==> config.mk <==
export PLATFORM = sky130hd
export DESIGN_NAME = conv_zseq_fsm
export DESIGN_NICKNAME = d
export VERILOG_FILES = /design/src/rtl/conv_zseq_fsm.sv
export SDC_FILE = /design/constraint.sdc
export NUM_CORES = 1
export LEC_CHECK = 0
export CORE_UTILIZATION = 33
export CTS_CLUSTER_DIAMETER = 30
export CTS_CLUSTER_SIZE = 14
export DETAILED_ROUTE_END_ITERATION = 7
export PLACE_DENSITY = 0.53
export SYNTH_ARGS = -nofsm -noshare
export SYNTH_HDL_FRONTEND = slang
export SYNTH_SLANG_ARGS = --single-unit
==> constraint.sdc <==
create_clock -name clk -period 3.9 [get_ports clk]
set_clock_uncertainty 0.1 [all_clocks]
set_input_delay 1.17 -clock clk [delete_from_list [all_inputs] [get_ports clk]]
set_output_delay 1.17 -clock clk [all_outputs]
set_load 0.02 [all_outputs]
==> src/rtl/conv_zseq_fsm.sv <==
// Convolution sequencer: walks k over all output samples and i over X, reads X/Y,
// accumulates x[i]*y[k-i] and writes one z sample per k to the Z memory.
module conv_zseq_fsm #(
  parameter int DATA_W = 8,
  parameter int Z_W    = 32
) (
  input  logic              clk,
  input  logic              rst_a,
  input  logic              start_i,
  input  logic [5:0]        sizeX_i,
  input  logic [5:0]        sizeY_i,
  input  logic [5:0]        zind_nxt_i,
  output logic [5:0]        zind_o,
  output logic [4:0]        memX_addr_o,
  output logic [4:0]        memY_addr_o,
  input  logic [DATA_W-1:0] memX_data_i,
  input  logic [DATA_W-1:0] memY_data_i,
  output logic [5:0]        memZ_addr_o,
  output logic [Z_W-1:0]    memZ_data_o,
  output logic              memZ_we_o,
  output logic              busy_o,
  output logic              done_o
);

  localparam int ACC_W  = 2*DATA_W + 5;
  localparam int PROD_W = 2*DATA_W;

  typedef enum logic [2:0] {
    S_IDLE, S_CLR, S_ADDR, S_MAC, S_INC, S_WRITE, S_NEXTZ, S_DONE
  } state_t;

  state_t             state_q, state_d;
  logic [5:0]         zind_q, zind_d;
  logic [5:0]         i_q, i_d;
  logic [5:0]         size_x_q, size_x_d;
  logic [5:0]         size_y_q, size_y_d;
  logic [ACC_W-1:0]   acc_q, acc_d;

  logic [6:0]         diff;
  logic               d_valid;
  logic               last_z;
  logic [5:0]         i_inc;
  logic [PROD_W-1:0]  prod;
  logic               addr_en;

  // d = k - i in 7-bit two's complement; bit 6 set means i ran past k
  assign diff    = {1'b0, zind_q} - {1'b0, i_q};
  assign d_valid = !diff[6] && (diff < {1'b0, size_y_q});
  assign last_z  = ({1'b0, zind_q} == ({1'b0, size_x_q} + {1'b0, size_y_q} - 7'd2));
  assign i_inc   = i_q + 6'd1;
  assign prod    = {{DATA_W{1'b0}}, memX_data_i} * {{DATA_W{1'b0}}, memY_data_i};

  always_ff @(posedge clk or negedge rst_a) begin
    if (!rst_a) begin
      state_q  <= S_IDLE;
      zind_q   <= '0;
      i_q      <= '0;
      size_x_q <= '0;
      size_y_q <= '0;
      acc_q    <= '0;
    end else begin
      state_q  <= state_d;
      zind_q   <= zind_d;
      i_q      <= i_d;
      size_x_q <= size_x_d;
      size_y_q <= size_y_d;
      acc_q    <= acc_d;
    end
  end

  always_comb begin
    state_d  = state_q;
    zind_d   = zind_q;
    i_d      = i_q;
    size_x_d = size_x_q;
    size_y_d = size_y_q;
    acc_d    = acc_q;
    case (state_q)
      S_IDLE: begin
        if (start_i) begin
          size_x_d = sizeX_i;
          size_y_d = sizeY_i;
          zind_d   = '0;
          if (sizeX_i == 6'd0 || sizeY_i == 6'd0) begin
            state_d = S_DONE;
          end else begin
            state_d = S_CLR;
          end
        end
      end
      S_CLR: begin
        acc_d   = '0;
        i_d     = '0;
        state_d = S_ADDR;
      end
      S_ADDR: begin
        state_d = d_valid ? S_MAC : S_INC;
      end
      S_MAC: begin
        // read data arrives here, one cycle after the ADDR-cycle addresses
        acc_d   = acc_q + {{(ACC_W-PROD_W){1'b0}}, prod};
        state_d = S_INC;
      end
      S_INC: begin
        i_d     = i_inc;
        state_d = (i_inc == size_x_q) ? S_WRITE : S_ADDR;
      end
      S_WRITE: begin
        state_d = S_NEXTZ;
      end
      S_NEXTZ: begin
        if (last_z) begin
          state_d = S_DONE;
        end else begin
          zind_d  = zind_nxt_i;
          state_d = S_CLR;
        end
      end
      S_DONE: begin
        state_d = S_IDLE;
      end
      default: begin
        state_d = S_IDLE;
      end
    endcase
  end

  // Addresses are only meaningful for a valid (i, k-i) pair; held through MAC
  assign addr_en     = ((state_q == S_ADDR) || (state_q == S_MAC)) && d_valid;
  assign memX_addr_o = addr_en ? i_q[4:0]  : 5'd0;
  assign memY_addr_o = addr_en ? diff[4:0] : 5'd0;

  assign zind_o      = zind_q;
  assign memZ_addr_o = zind_q;
  assign memZ_we_o   = (state_q == S_WRITE);
  assign memZ_data_o = (state_q == S_WRITE) ? Z_W'(acc_q) : '0;
  assign busy_o      = (state_q != S_IDLE);
  assign done_o      = (state_q == S_DONE);

endmodule

==> results.py <==
metrics = {
    "status": {
        "status": "finished with violations",
        "failed_checks": "negative setup slack",
    },
    "setup_path": {
        "worstPathArrival_ns": 5.04,
        "startpoint": "memX_data_i[3]",
        "crit_path_end_kind": "flop",
        "cp_max_fo": 6,
        "reg2reg_from": "acc_q[7]$_DFFE_PN0P_",
        "crit_required_ns": 3.97,
        "startpoint_type": "input pin",
        "r2r_slack_ns": -0.39,
        "path_class": "input pin to flop",
    },
    "synth": {
        "synth-edff-count": 0,
        "ys.flop_type": "dfrtp_1",
        "ys_seq_area_frac": 0.2059,
        "netlist_area_mm2": 0.005834,
        "async_flop_share": 1.000,
        "syn-instance-count": 686,
        "synth_cell_type_count": 51,
        "ys_ff_latch": 48,
        "ys_warn_count": 0,
        "syn_area_per_cell_um2": 8.505,
    },
    "detailed_routing": {
        "via_count": 5261,
        "wl_um": 16630,
        "drtIter0Drc": 232,
        "ant_nets": 0,
        "drc_errors": 0,
        "drtPass1Iterations": 4,
        "routed_via_density": 4.822,
        "wire_per_inst_um": 15.24,
    },
    "cells_and_area": {
        "mostFrequentLayoutCells": "inv_1 (114), buf_4 (104), clkdlybuf4s50_1 (55)",
        "multi_input_area_mm2": 0.004502,
        "drive_gt1_frac": 0.3002,
        "seqCellArea_mm2": 0.001204,
        "antenna_cells": 0,
        "fin_nets": 1018,
        "utilization": 0.4871,
        "syn2layout_area_growth_pct": 44.41,
        "n_fill_cell": 1627,
        "final_common_cell": "inv_1",
    },
    "floorplanning": {
        "die_h_um": 135.0,
        "pin_count": 94,
        "fp-row-count": 48,
        "die_area_mm2": 0.01822,
        "core_area_mm2": 0.01730,
        "die_x_um": 135.0,
        "initial_utilization": 0.3373,
    },
    "worst_hold_path": {
        "min_from": "acc_q[0]$_DFFE_PN0P_",
        "hp-class": "flop to flop",
    },
    "clock_network": {
        "cts_buffers": 5,
        "root_buffer": "clkbuf_16",
        "cts_tree": "done",
        "cts.sinks": 48,
        "clk_path_buf_depth": 2,
        "path_clk_slew_ns": 0.07,
        "htreeDepth": 2,
        "clk_latency_ns": 0.28,
    },
    "timing": {
        "final_hold_viol_count": 0,
        "final_max_slew_viol_count": 0,
        "final.period_utilization": 1.275,
        "worst_pin_slew_ns": 0.7386,
        "relSlewSlack": 0.5064,
        "fin_crit_ns": 4.971,
        "fin_hold_ws_ns": 0.4129,
        "fmax_ghz": 0.2012,
        "worst_slack_ns": -1.071,
        "grt_setup_unrepaired": "yes",
        "finalSetupViolCount": 27,
    },
    "power": {
        "power_leakage_nw": 4.117,
        "ir_drop_mv": 0.4343,
        "totalPowerFinal_w": 0.007864,
        "power_density_mw_per_mm2": 933.3,
    },
    "grt": {
        "antenna_found_initial": 0,
        "grt-ovfl-total": 0,
        "grt_pass1_vias": 5485,
        "grt_max_degree": 49,
        "track_usage": 0.1925,
        "grt_pass1_wl_um": 27790,
    },
    "place": {
        "place_hpwl_um": 13410,
        "portBuffers": 82,
        "gp_congestion": 0.8611,
    },
    "run": {
        "drv_cap": 0,
    },
}
[routing by layer]
layer / part of all wire / vias to the layer above / GRT usage
met5: 0 / - / 0
met2: 0.49 / 120 / 0.3184
met4: 0.013 / 0 / 0.04182
met3: 0.029 / 12 / 0.01652
li1: - / 2555 / -
met1: 0.47 / 2574 / 0.2726
[per-stage QoR]
stage	area [µm²]	std cells	setup WS (ns)	setup TNS [ns]
5_1_grt	8426	1091	-1.232	-21.23
3_5_place_dp	7765	1060	-2.092	-35.58
6_report	8426	1091	-1.071	-17.52
3_3_place_gp	7765	1060	-2.027	-34.10
2_1_floorplan	6212	696	-1.246	-14.15
4_1_cts	8218	1086	-1.190	-19.37
[cells by family (layout without fill, tap and decap cells)]
logic type | Yosys count | after routing | synth area share
AO/OA/AOI/OAI | 119 | 119 | 0.1315
buffers and inverters | 171 | 341 | 0.1214
multiplexers | 5 | 5 | 0.009007
adder cells (fa/ha/maj) | 116 | 116 | 0.3157
AND/OR/NAND/NOR | 192 | 192 | 0.1649
other | 1 | 11 | 0.0006427
XOR/XNOR | 34 | 34 | 0.05104
flip-flops | 48 | 48 | 0.2059
[power breakdown]
part           internal (W)  switching [W]  total [W]
sequential         0.000685       0.000134   0.000819
clock              0.000237       0.000186   0.000423
combinational       0.00327        0.00335    0.00662
total               0.00420        0.00367    0.00786
[sequential cells by signal, summed over array words and instances (netlist names)]
register	flops
acc_q	21
i_q	6
memZ_addr_o	6
size_x_q	6
size_y_q	6
state_q	3
[synthesized netlist by cell type, drive strengths merged, types with 3 or more instances]
master | count | share of area
inv | 134 | 0.086
a22o | 7 | 0.011
xnor2 | 19 | 0.029
nand3 | 18 | 0.016
dfrtp | 48 | 0.21
and3 | 16 | 0.017
nand2 | 64 | 0.041
a21o | 12 | 0.015
ha | 64 | 0.14
o21ai | 38 | 0.033
mux2i | 3 | 0.0051
a21oi | 25 | 0.022
nor3 | 20 | 0.017
o211ai | 3 | 0.0039
fa | 52 | 0.18
buf | 19 | 0.023
nor2 | 24 | 0.015
a211oi | 3 | 0.0039
xor2 | 15 | 0.023
clkbuf | 17 | 0.011
and2 | 40 | 0.043
o31ai | 5 | 0.0064
a31oi | 3 | 0.0032
o22ai | 7 | 0.0075
[path summary, 6_finish.rpt]
kind	to	depth (start not counted)
min in group asynchronous	size_x_q[0]$_DFFE_PN0P_	2
worst max register to register	acc_q[20]$_DFFE_PN0P_	16
worst max-delay path	acc_q[20]$_DFFE_PN0P_	17
worst min-delay path	acc_q[0]$_DFFE_PN0P_	2
max in group asynchronous	memZ_addr_o[0]$_DFFE_PN0P_	2
worst min register to register	acc_q[0]$_DFFE_PN0P_	2
[layout make-up]
cell class | count | share of cell area
inverters | 135 | 0.06029
multi-input cells | 477 | 0.5343
flip-flops and latches | 48 | 0.1429
repair buffers | 198 | 0.2121
clock buffers | 5 | 0.01485
well taps | 225 | 0.03341
clock inverters | 3 | 0.002228
[critical path: stages]
cell and delay [ns]:
buf_4 0.12, nand2_2 0.06, fa_1 0.47, fa_1 0.52, inv_2 0.05, fa_1 0.53, inv_1 0.05, fa_1 0.49
inv_2 0.05, ha_4 0.29, nand3_2 0.05, o211ai_1 0.19, buf_4 0.16, a31oi_4 0.12, o311ai_4 0.32, a31oi_1 0.12
a221o_1 0.27
[what timing repair did]
action | CTS | global route
pin swaps | 75 | 66
gates resized for setup | 192 | 48
endpoints found under the setup margin | 28 | 27
setup buffers | 18 | 8
hold buffers | 0 | 0
endpoints found under the hold margin | 0 | 0
(Power assumes the default switching activity.)
